`src/rtl/ps2_transmitter.sv`:
```
// ps2_transmitter: host-to-device PS/2 command sender.
// Runs the request-to-send sequence (hold clock low, pull data low), then
// shifts out D0..D7, odd parity and stop on device clock falling edges, checks
// the device acknowledge and reports done or error. Lines are open-drain: an
// asserted *_oe pulls the corresponding line low.
//
// Ports:
//   clk, reset          system clock, async active-high reset
//   PS2clk, key_data    PS/2 clock/data as seen at the pins (asynchronous)
//   ps2_clk_oe          1 = pull PS/2 clock low
//   ps2_data_oe         1 = pull PS/2 data low
//   tx_data, tx_start   command byte and single-cycle send request
//   tx_busy             transaction in progress
//   tx_done, tx_err     one-cycle completion / NACK-or-timeout pulses
//
// Build option: define PS2_TX_TIMEOUT_EN to abort (tx_err) when the device
// stops clocking for TIMEOUT_CYCLES cycles.
module ps2_transmitter #(
  parameter int unsigned INHIBIT_CYCLES = 12000,
  parameter int unsigned TIMEOUT_CYCLES = 2000000
) (
  input  logic       clk,
  input  logic       reset,
  input  logic       PS2clk,
  input  logic       key_data,
  output logic       ps2_clk_oe,
  output logic       ps2_data_oe,
  input  logic [7:0] tx_data,
  input  logic       tx_start,
  output logic       tx_busy,
  output logic       tx_done,
  output logic       tx_err
);

  localparam int unsigned IW = (INHIBIT_CYCLES > 1) ? $clog2(INHIBIT_CYCLES) : 1;

  typedef enum logic [2:0] {IDLE, INHIBIT, REQ, SEND, ACK, RELEASE} state_t;

  state_t        state_q, state_d;
  logic [7:0]    sh_q, sh_d;
  logic          par_q, par_d;
  logic [3:0]    bitcnt_q, bitcnt_d;
  logic [IW-1:0] inh_q, inh_d;
  logic          clk_oe_q, clk_oe_d, data_oe_q, data_oe_d;
  logic          busy_q, busy_d, done_q, done_d, err_q, err_d;
  logic          clk_meta_q, clk_sync_q, clk_prev_q, dat_meta_q, dat_sync_q;
  logic          fe, tx_bit, to_hit;

  assign fe = clk_prev_q & ~clk_sync_q;

  // Synchronizers reset to the idle-high line level so reset never fakes an edge.
  always_ff @(posedge clk or posedge reset) begin
    if (reset) begin
      clk_meta_q <= 1'b1;
      clk_sync_q <= 1'b1;
      clk_prev_q <= 1'b1;
      dat_meta_q <= 1'b1;
      dat_sync_q <= 1'b1;
    end else begin
      clk_meta_q <= PS2clk;
      clk_sync_q <= clk_meta_q;
      clk_prev_q <= clk_sync_q;
      dat_meta_q <= key_data;
      dat_sync_q <= dat_meta_q;
    end
  end

`ifdef PS2_TX_TIMEOUT_EN
  localparam int unsigned TW = (TIMEOUT_CYCLES > 1) ? $clog2(TIMEOUT_CYCLES) : 1;
  logic [TW-1:0] to_q, to_d;

  // Counts cycles since the last device edge; held at zero outside the
  // device-clocked states, so entering SEND starts from zero.
  always_comb begin
    to_d   = '0;
    to_hit = 1'b0;
    if ((state_q == SEND || state_q == ACK || state_q == RELEASE) && !(done_q | err_q)) begin
      if (fe)                                     to_d   = '0;
      else if (to_q == TW'(TIMEOUT_CYCLES - 1))   to_hit = 1'b1;
      else                                        to_d   = to_q + TW'(1);
    end
  end

  always_ff @(posedge clk or posedge reset) begin
    if (reset) to_q <= '0;
    else       to_q <= to_d;
  end
`else
  assign to_hit = 1'b0;
`endif

  // State register
  always_ff @(posedge clk or posedge reset) begin
    if (reset) begin
      state_q   <= IDLE;
      sh_q      <= '0;
      par_q     <= 1'b0;
      bitcnt_q  <= '0;
      inh_q     <= '0;
      clk_oe_q  <= 1'b0;
      data_oe_q <= 1'b0;
      busy_q    <= 1'b0;
      done_q    <= 1'b0;
      err_q     <= 1'b0;
    end else begin
      state_q   <= state_d;
      sh_q      <= sh_d;
      par_q     <= par_d;
      bitcnt_q  <= bitcnt_d;
      inh_q     <= inh_d;
      clk_oe_q  <= clk_oe_d;
      data_oe_q <= data_oe_d;
      busy_q    <= busy_d;
      done_q    <= done_d;
      err_q     <= err_d;
    end
  end

  // Next state. A done/err pulse is issued while still in the ending state;
  // the FSM drops to IDLE on the following cycle so busy falls after the pulse.
  always_comb begin
    state_d  = state_q;
    sh_d     = sh_q;
    par_d    = par_q;
    bitcnt_d = bitcnt_q;
    inh_d    = inh_q;
    done_d   = 1'b0;
    err_d    = 1'b0;
    if (state_q != IDLE && (done_q || err_q)) begin
      state_d = IDLE;
    end else begin
      case (state_q)
        IDLE: if (tx_start) begin
          sh_d     = tx_data;
          par_d    = ~^tx_data;
          bitcnt_d = '0;
          inh_d    = '0;
          state_d  = INHIBIT;
        end
        INHIBIT: begin
          if (inh_q == IW'(INHIBIT_CYCLES - 1)) state_d = REQ;
          else                                  inh_d   = inh_q + IW'(1);
        end
        REQ: state_d = SEND;
        SEND: if (fe) begin
          bitcnt_d = bitcnt_q + 4'd1;
          // sh[0] already holds D0 for edge 1; shift for edges 2..8
          if (bitcnt_q >= 4'd1 && bitcnt_q < 4'd8) sh_d = {1'b0, sh_q[7:1]};
          if (bitcnt_q == 4'd9) state_d = ACK;   // edge 10: stop bit = released line
        end
        ACK: if (fe) begin
          if (!dat_sync_q) state_d = RELEASE;
          else             err_d   = 1'b1;
        end
        RELEASE: if (clk_sync_q && dat_sync_q) done_d = 1'b1;
        default: state_d = IDLE;
      endcase
      if (to_hit && !done_d) err_d = 1'b1;
    end
  end

  // Bit on the wire in SEND: start, D0..D7, then parity.
  always_comb begin
    tx_bit = par_d;
    if (bitcnt_d == 4'd0)       tx_bit = 1'b0;
    else if (bitcnt_d <= 4'd8)  tx_bit = sh_d[0];
  end

  // Registered outputs decoded from the next state.
  always_comb begin
    clk_oe_d  = 1'b0;
    data_oe_d = 1'b0;
    busy_d    = (state_d != IDLE);
    if (!(done_d || err_d)) begin
      case (state_d)
        INHIBIT: clk_oe_d = 1'b1;
        REQ: begin
          clk_oe_d  = 1'b1;
          data_oe_d = 1'b1;
        end
        SEND:    data_oe_d = ~tx_bit;
        default: ;
      endcase
    end
  end

  assign ps2_clk_oe  = clk_oe_q;
  assign ps2_data_oe = data_oe_q;
  assign tx_busy     = busy_q;
  assign tx_done     = done_q;
  assign tx_err      = err_q;

endmodule

```
`config.mk`:
```
export PLATFORM = sky130hd
export DESIGN_NAME = ps2_transmitter
export DESIGN_NICKNAME = d
export VERILOG_FILES = /design/src/rtl/ps2_transmitter.sv
export SDC_FILE = /design/constraint.sdc
export NUM_CORES = 1
export LEC_CHECK = 0
export ABC_AREA = 1
export BUFFER_PORTS_ARGS = -buffer_cell sky130_fd_sc_hd__buf_2
export CORE_MARGIN = 3
export CORE_UTILIZATION = 50
export CTS_CLUSTER_DIAMETER = 30
export CTS_CLUSTER_SIZE = 12
export DETAILED_ROUTE_END_ITERATION = 8
export PLACE_DENSITY = 0.74
export SLEW_MARGIN = 10
export SYNTH_ARGS = -nofsm -noshare
export SYNTH_HDL_FRONTEND = slang
export SYNTH_SLANG_ARGS = --single-unit
```
`constraint.sdc`:
```
create_clock -name clk -period 1.7 [get_ports clk]
set_input_delay 0.51 -clock clk [delete_from_list [all_inputs] [get_ports clk]]
set_output_delay 0.51 -clock clk [all_outputs]
set_load 0.03 [all_outputs]
```
# Yosys cells after proc, flatten, opt, wreduce, memory -nomap -nowiden
# Cells that the tools add are included.
classes:
  n_addsub: 2
  n_lt_le_gt_ge: 3
  n_eq_ne: 14
  muxes: 36
  n_bitwise: 4
  n_reduce_logical: 15
ops:
  columns: ["operator", "n"]
  rows:
  - ["14-bit 2-to-1 mux", 2]
  - ["14-bit case mux with 2 select lines", 1]
  - ["8-bit 2-to-1 mux", 3]
  - ["3-bit 2-to-1 mux", 7]
  - ["3-bit case mux with 6 select lines", 1]
  - ["1-bit 2-to-1 mux", 16]
  - ["8-bit case mux with 2 select lines", 1]
  - ["14-bit by 1-bit adder with 14-bit output (second input constant)", 1]
  - ["14-bit equality test (second input constant)", 1]
  - ["3-bit by 2-bit equality test with 1-bit output (second input constant)", 4]
  - ["4-bit 2-to-1 mux", 3]
  - ["2-bit inequality test (second input constant)", 4]
  - ["4-bit case mux with 2 select lines", 1]
  - ["8-bit XNOR reduction", 1]
  - ["3-bit by 1-bit equality test with 1-bit output (second input constant)", 2]
  - ["3-bit equality test (second input constant)", 2]
  - ["3-bit nonzero test", 2]
  - ["5-bit AND reduction", 1]
  - ["4-bit by 1-bit adder with 4-bit output (second input constant)", 1]
  - ["4-bit equality test (second input constant)", 1]
  - ["4-bit by 1-bit >= comparator with 1-bit output (second input constant)", 1]
  - ["4-bit <= comparator (second input constant)", 1]
  - ["4-bit zero test", 1]
  - ["4-bit less-than comparator (second input constant)", 1]
  - ["other kinds (9)", 15]
totals:
  ff_bits: 40
  input_bits: 13
  out_inout_bits: 5
  wordCells: 90

# Depth between registers and ports, before layout
# Gate-level depths: netlist (run 1).
logic_depth:
  depth_word: 11
  ltp_mapped: 14
  mapped_depth_nobuf: 14

# Least setup slack after synthesis (run 1)
# Ideal clock, no wire load.
synth_timing:
  path_kind: "reg2reg"
  from: "register err_q, in the netlist tx_err"
  to: "register data_oe_q, in the netlist ps2_data_oe"
  setup_time_ns: 0.117
  arrival_time_ns: 1.491
  path_slack_ns: 0.092
  path_stages_with_launch: 13
  path_buffers: 0
  synth_period_minus_slack_ns: 1.608
  path_cell_list: "dfrtp_1 > nor2_1 > inv_1 > nor2_4 > nand2_1 > nand2_2 > nor2_2 > nand2_1 > nand2_1 > nand2_1 > nand3_1 > nand2_1 > nand2_1"
synth_via:
  elab_chain_len: 9
synth_rtl:
  columns: ["element", "line", "rtl"]
  rows:
  - ["start: declaration", "45", "logic busy_q, busy_d, done_q, done_d, err_q, err_d;"]
  - ["start signal: assignment", "115", "err_q <= err_d;"]
  - ["1-bit logical OR *", "129", "if (state_q != IDLE && (done_q || err_q)) begin"]
  - ["1-bit logical AND *", "129", null]
  - ["4-bit 2-to-1 mux *", "129", null]
  - ["net bitcnt_d[1]", "42", "logic [3:0] bitcnt_q, bitcnt_d;"]
  - ["4-bit <= comparator", "166", "else if (bitcnt_d <= 4'd8) tx_bit = sh_d[0];"]
  - ["1-bit 2-to-1 mux", "166", null]
  - ["1-bit 2-to-1 mux *", "165", "if (bitcnt_d == 4'd0) tx_bit = 1'b0;"]
  - ["1-bit inverter *", "181", "SEND: data_oe_d = ~tx_bit;"]
  - ["1-bit case mux with 2 select lines *", "175", "case (state_d)"]
  - ["1-bit 2-to-1 mux *", "174", "if (!(done_d || err_d)) begin"]
  - ["net data_oe_d", "44", "logic clk_oe_q, clk_oe_d, data_oe_q, data_oe_d;"]
  - ["end signal: assignment", "112", "data_oe_q <= data_oe_d;"]
  - ["end: declaration", "44", null]
# The timed path passes the listed nets; every way through them passes the cells marked *.
# A chain may end at the register's enable or synchronous reset.

# Worst setup path in the final report (run 1)
layout_timing:
  from: "register state_q[1]"
  to: "register data_oe_q, in the netlist ps2_data_oe"
layout_via:
  elab_chain_len: 9
layout_rtl:
  columns: ["element", "line", "rtl"]
  rows:
  - ["start: declaration", "39", "state_t state_q, state_d;"]
  - ["start signal: assignment", "106", "state_q <= state_d;"]
  - ["3-bit by 2-bit equality test with 1-bit output, or another cell as far along", "132", "case (state_q)"]
  - ["4-bit case mux with 2 select lines / 1-bit logical AND (equally long branches)", "132, 129", null]
  - ["4-bit 2-to-1 mux *", "129", null]
  - ["net bitcnt_d[2]", "42", null]
  - ["4-bit <= comparator", "166", null]
  - ["1-bit 2-to-1 mux", "166", null]
  - ["1-bit 2-to-1 mux *", "165", null]
  - ["1-bit inverter *", "181", null]
  - ["1-bit case mux with 2 select lines *", "175", null]
  - ["1-bit 2-to-1 mux *", "174", null]
  - ["net data_oe_d", "44", null]
# Marks and branches as above.

==> results of run 1 <==
[logic make-up (layout without fill, tap and decap cells)]
logic type,after synthesis,after routing
AO/OA/AOI/OAI,27,27
XOR/XNOR,10,10
adder cells (fa/ha/maj),4,4
buffers and inverters,55,104
flip-flops,40,40
AND/OR/NAND/NOR,199,200
[through the flow]
| stage | utilization | instances | setup TNS (ns) | worst slack (ns) |
|---|---|---|---|---|
| after global routing | 0.682 | 437 | -0.116 | -0.0556 |
| after floorplan | - | 335 | 0 | 0.0922 |
| final | 0.682 | 437 | 0 | 0.0717 |
| after CTS | 0.635 | 428 | 0 | 0.00174 |
| after detailed placement | 0.599 | 420 | -0.0531 | -0.0320 |
| after global placement | 0.599 | 420 | -0.0196 | -0.0139 |
[how the worst max path moves through the flow]
| stage | endpoint | slack, ns | cells after the start |
|---|---|---|---|
| after global placement | ps2_clk_oe$_DFF_PP0_ | -0.01 | 9 |
| after CTS | ps2_data_oe$_DFF_PP0_ | 0.002 | 13 |
| final | ps2_data_oe$_DFF_PP0_ | 0.07 | 12 |
| after detailed placement | ps2_clk_oe$_DFF_PP0_ | -0.03 | 9 |
| after floorplan | ps2_data_oe$_DFF_PP0_ | 0.09 | 12 |
| after global routing | ps2_data_oe$_DFF_PP0_ | -0.06 | 9 |
[flip-flops by register name, summed over array words and instances, names as in the netlist, 3 cells and up]
register,count
sh_q,8
inh_q,14
bitcnt_q,4
state_q,3
[synth_stat cells, drive strengths merged]
| cell type | n |
|---|---|
| a21oi | 3 |
| buf | 5 |
| dfrtp | 35 |
| dfstp | 5 |
| ha | 4 |
| inv | 50 |
| nand2 | 115 |
| nand3 | 34 |
| nand4 | 7 |
| nor2 | 35 |
| nor3 | 7 |
| o21ai | 18 |
| o22ai | 1 |
| o32ai | 5 |
| or2 | 1 |
| xnor2 | 1 |
| xor2 | 9 |
[layer usage]
layer | routed length (um) | global-route usage
met1 | 2570 | 0.263
met2 | 2730 | 0.314
met3 | 279 | 0.0488
met4 | 74 | 0.0816
met5 | 0 | 0
[power groups by stage]
stage                     combinational, uW  clock [uW]  sequential, uW
after CTS                               693        1090            1210
final                                   797        1080            1230
after global routing                    897        1140            1240
after global placement                  664           0            1210
after detailed placement                682           0            1220
after floorplan                         444           0            1220
[area by class of cell]
| class | instances | area, um^2 |
|---|---|---|
| fillers | 348 | 1430 |
| clock buffers | 5 | 68.8 |
| repair buffers | 46 | 323 |
| clock inverters | 3 | 90.1 |
| inverters | 50 | 193 |
| multi-input cells | 241 | 1320 |
| flip-flops and latches | 40 | 1010 |
| well taps | 52 | 65.1 |
[repair_timing]
item                                    4_1_cts  5_1_grt
pin swaps                                     0       20
endpoints found under the setup margin        2       17
hold buffers                                  0        0
cloned                                        0        1
buffers inserted                              0        8
gates resized for setup                       2       44
[critical path, delay by kind of cell (launching register included)]
| kind | cells | cell delay [ns] |
|---|---|---|
| buffers and inverters | 1 | 0.12 |
| and+or+nand+nor | 11 | 0.97 |
| DFF | 1 | 0.42 |
==> impl_metrics.yaml, run 1 <==
logic_synthesis:
  synth_top_family_by_area: "simple AND/OR/NAND/NOR gates"
  yosys_warnings: 0
  synth.distinct_cells: 27
  syn_avg_cell_area_um2: 7.22
  synth-seq-cells: 40
  yosys.area_share.simple: 0.369
  synth_area_leaders: "dfrtp_1, nand2_1, inv_1"
  syn_nets: 352
  syn_area_um2: 2420
  synth_mux_area_frac: 0
  yosys.area.top_type: "dfrtp_1"
  yosys.area.top_type_share: 0.362
  synth_cells: 335
  synth-xor-area-share: 0.0362
  yosysSeqAreaShare: 0.416
  synth_compound_area_frac: 0.0641
  synth_fa_ha_area_frac: 0.0207
placed_design:
  placed_cell_area_um2: 2700
  io_buffers: 17
  place_hpwl_um: 3790
  place_congestion: 0.908
pwr:
  comb_power_share: 0.257
  ir_worst_vdd_mv: 0.637
  sw_frac_of_total: 0.303
  total_power_uw: 3100
  p_seq_frac: 0.395
  power_density_nw_per_um2: 1010
  p_int_uw: 2160
  clockPowerShare: 0.348
  power.switching_uw: 941
  p_leak_uw: 0.00156
floorplan:
  core_area_um2: 4500
  die_h_um: 75.6
  io_pins: 18
  rows: 24
  start_util: 0.537
  die_w_um: 75.6
  fp.dieArea_um2: 5710
grt:
  grt_pass1_wl_um: 8630
  grt-ovfl-total: 0
  track_usage: 0.199
  grt_antenna_before_repair: 0
  grt_pass1_vias: 2011
  grt_max_degree: 41
setup_path:
  crit_chain: "buf_6 -> nand2_2 -> nor2_4 -> nand2_4 -> nand3_2 -> nand2_2 -> nor2_4 -> nand2_2 -> nand3_2 -> nand3_2 -> nand2_1 -> nand2_1"
  r2r_setup_slack_ns: 0.07
  worst-r2r-cell-count: 12
  slowest_delay_ns: 0.42
  crit_path_end_kind: "flip-flop"
  cp_slowest_cell: "dfrtp_2"
  arrival_ns: 1.82
  cp-start-kind: "flip-flop"
  required_ns: 1.90
  crit_type: "reg2reg"
  timing.rr.end: "ps2_data_oe$_DFF_PP0_"
  crit_path_max_fanout: 6
  rr_startpoint: "state_q[1]$_DFF_PP0_"
  crit_path_start: "state_q[1]$_DFF_PP0_"
layout:
  mostFrequentLayoutCells: "nand2_1, inv_1, nor2_1, dfrtp_1, buf_4"
  n_antenna_cell: 0
  drive_gt1_frac: 0.301
  areaGrowthSynthToFinish_pct: 26.9
  design_area_um2: 3070
  final_common_cell: "nand2_1"
  final_nets: 401
hold_path:
  hold_class: "in2async"
flow_run:
  drv_cap: 0
routing:
  wl_per_cell_um: 12.9
  first_iter_violations: 162
  vias: 2253
  viasPerCell: 5.16
  drt_first_pass_iters: 4
  antenna_left: 0
  wl_um: 5660
  drc: 0
clock_tree:
  path_clk_slew_ns: 0.08
  clockBufferDepth: 2
  cts_made_buffers: 5
  clk-insertion-delay-late_ns: 0.30
  cts_tree: "built"
  cts-root-buf: "clkbuf_8"
  htree_levels: 2
  cts_sinks: 40
sta:
  slew_viol_final: 0
  fin_crit_sh: 0.958
  clock_skew_ns: 0.00741
  relSlewSlack: 0.825
  hold_viol: 0
  max_freq_mhz: 614
  period_needed_ns: 1.63
  setup_viol: 0
  whs_ns: 0.252
  worst_pin_slew_ns: 0.260
outcome:
  outcome: "complete, no violations"
(Power assumes the default switching activity.)
==> run 2, diff against run 1 <==
--- a/config.mk
+++ b/config.mk
@@ -7,7 +7,7 @@
 export LEC_CHECK = 0
 export ABC_AREA = 1
 export BUFFER_PORTS_ARGS = -buffer_cell sky130_fd_sc_hd__buf_2
-export CORE_MARGIN = 3
+export CORE_ASPECT_RATIO = 0.9
 export CORE_UTILIZATION = 50
 export CTS_CLUSTER_DIAMETER = 30
 export CTS_CLUSTER_SIZE = 12
==> run 2 against run 1 <==
Effect of this change: die area is 10% lower; sequential share of layout area is 1.7 points higher; flip-flop and latch count did not move.
==> impl_metrics.yaml, run 2 (same netlist as run 1, synthesis figures left out) <==
sta:
  slew_viol_final: 0
  setup_viol: 0
  hold_viol: 0
  setup_ws_ns: 0.108
  relSlewSlack: 0.804
  rsz0062_at_grt: "yes"
  worst_pin_slew_ns: 0.292
  max_freq_mhz: 628
  period_needed_ns: 1.59
  clock_skew_ns: 0.00923
  fin_crit_sh: 0.937
floorplan:
  die_h_um: 68.0
  io_pins: 18
  die_w_um: 75.3
  core_area_um2: 4550
  fp.dieArea_um2: 5120
  start_util: 0.532
  rows: 23
routing:
  drc: 0
  wl_um: 5170
  drt_first_pass_iters: 4
  wl_per_cell_um: 11.6
  viasPerCell: 5.04
  vias: 2236
  antenna_left: 0
  first_iter_violations: 147
layout:
  top_regs: "inh_q x14, sh_q x8, bitcnt_q x4"
  n_antenna_cell: 0
  mostFrequentLayoutCells: "nand2_1, inv_1, dfrtp_1, nor2_1, nand3_1"
  nFillCells: 403
  areaGrowthSynthToFinish_pct: 20.5
  post-route-util: 0.641
  drive_gt1_frac: 0.236
  largest-register: "inh_q"
  largest_reg_flops: 14
  final_nets: 398
  final_common_cell: "nand2_1"
pwr:
  power_density_nw_per_um2: 904
  ir_worst_vdd_mv: 0.513
  p_leak_uw: 0.00152
clock_tree:
  clk-insertion-delay-late_ns: 0.30
  cts_sinks: 40
  path_clk_slew_ns: 0.08
  cts_made_buffers: 5
  cts_hold_buffers: 0
  htree_levels: 2
  cts-root-buf: "clkbuf_8"
  cts_tree: "built"
  clockBufferDepth: 2
grt:
  grt_antenna_before_repair: 0
  grt_pass1_vias: 1966
  track_usage: 0.228
  grt_max_degree: 41
  grt_pass1_wl_um: 8620
  grt-ovfl-total: 0
setup_path:
  crit_path_start: "bitcnt_q[0]$_DFF_PP0_"
  cp-start-kind: "flip-flop"
  crit_path_max_fanout: 3
  cp_num_buf_inv: 1
  cp_top_family: "simple AND/OR/NAND/NOR gates"
  required_ns: 1.89
  arrival_ns: 1.78
  crit_type: "reg2reg"
  crit_chain: "buf_6 -> ha_2 -> nand3_1 -> nand2_1 -> nand3_2 -> nand2_2 -> nor2_4 -> nand2_2 -> nand3_1 -> nand3_1 -> nand2_1 -> nand2_1"
  crit_path_end_kind: "flip-flop"
  rr_startpoint: "bitcnt_q[0]$_DFF_PP0_"
  slowest_delay_ns: 0.45
  cp_slowest_cell: "dfrtp_2"
placed_design:
  place_hpwl_um: 3810
  place_congestion: 0.881
  pre_cts_slack_ns: 0.0358
  io_buffers: 17
flow_run:
  drv_cap: 0
outcome:
  outcome: "complete, no violations"
hold_path:
  hold_class: "in2async"
==> run 2: cell type report <==
class	count	area [um^2]	share of cell area
Tap cell	62	77.6	0.0266
Clock buffer	8	90.1	0.0309
Sequential cell	40	1010	0.346
Timing Repair Buffer	44	308	0.106
Multi-Input combinational cell	240	1240	0.426
Inverter	50	190	0.0652
==> run 2: final timing paths <==
check | endpoint | slack, ns | depth (start not counted)
worst max register to register | ps2_data_oe$_DFF_PP0_ | 0.11 | 12
worst min-delay path | sh_q[7]$_DFFE_PP0P_ | 0.25 | 3
min in group clk | clk_meta_q$_DFF_PP1_ | 0.31 | 1
worst min register to register | dat_sync_q$_DFF_PP1_ | 0.35 | 0
worst max-delay path | ps2_data_oe$_DFF_PP0_ | 0.11 | 12
max in group asynchronous | clk_sync_q$_DFF_PP1_ | 1.19 | 3
==> run 2: layer usage <==
metal | GRT usage | vias up | part of all wire
met3 | 0.0486 | 8 | 0.053
met1 | 0.316 | 1018 | 0.49
met4 | 0.0995 | 0 | 0.019
li1 | - | 1153 | -
met2 | 0.344 | 57 | 0.44
met5 | 0 | - | 0
==> run 2: timing repair <==
action / CTS / global route
buffers inserted: 0 / 9
setup endpoints to repair: 0 / 23
gates resized for setup: 0 / 21
==> run 2: per-stage QoR <==
step           total power (uW)  TNS, ns  cells  cell area, um^2  hold slack, ns
2_1_floorplan              1660        0    335             2420           0.345
3_3_place_gp               1860        0    427             2690           0.345
3_5_place_dp               1890        0    427             2690           0.347
4_1_cts                    2550        0    435             2780           0.257
5_1_grt                    2810   -0.201    444             2920           0.275
6_report                   2640        0    444             2920           0.254
==> run 2: report_power, final <==
group          switching, uW  leakage [uW]  internal [uW]
clock                    328     0.0000455            331
sequential               118      0.000508           1090
combinational            431      0.000962            337
total                    877       0.00152           1760
==> run 2: tightest hold or removal path, cell delays in order <==
cell and delay, ns:
buf_2 0.09, inv_1 0.08, buf_12 0.23
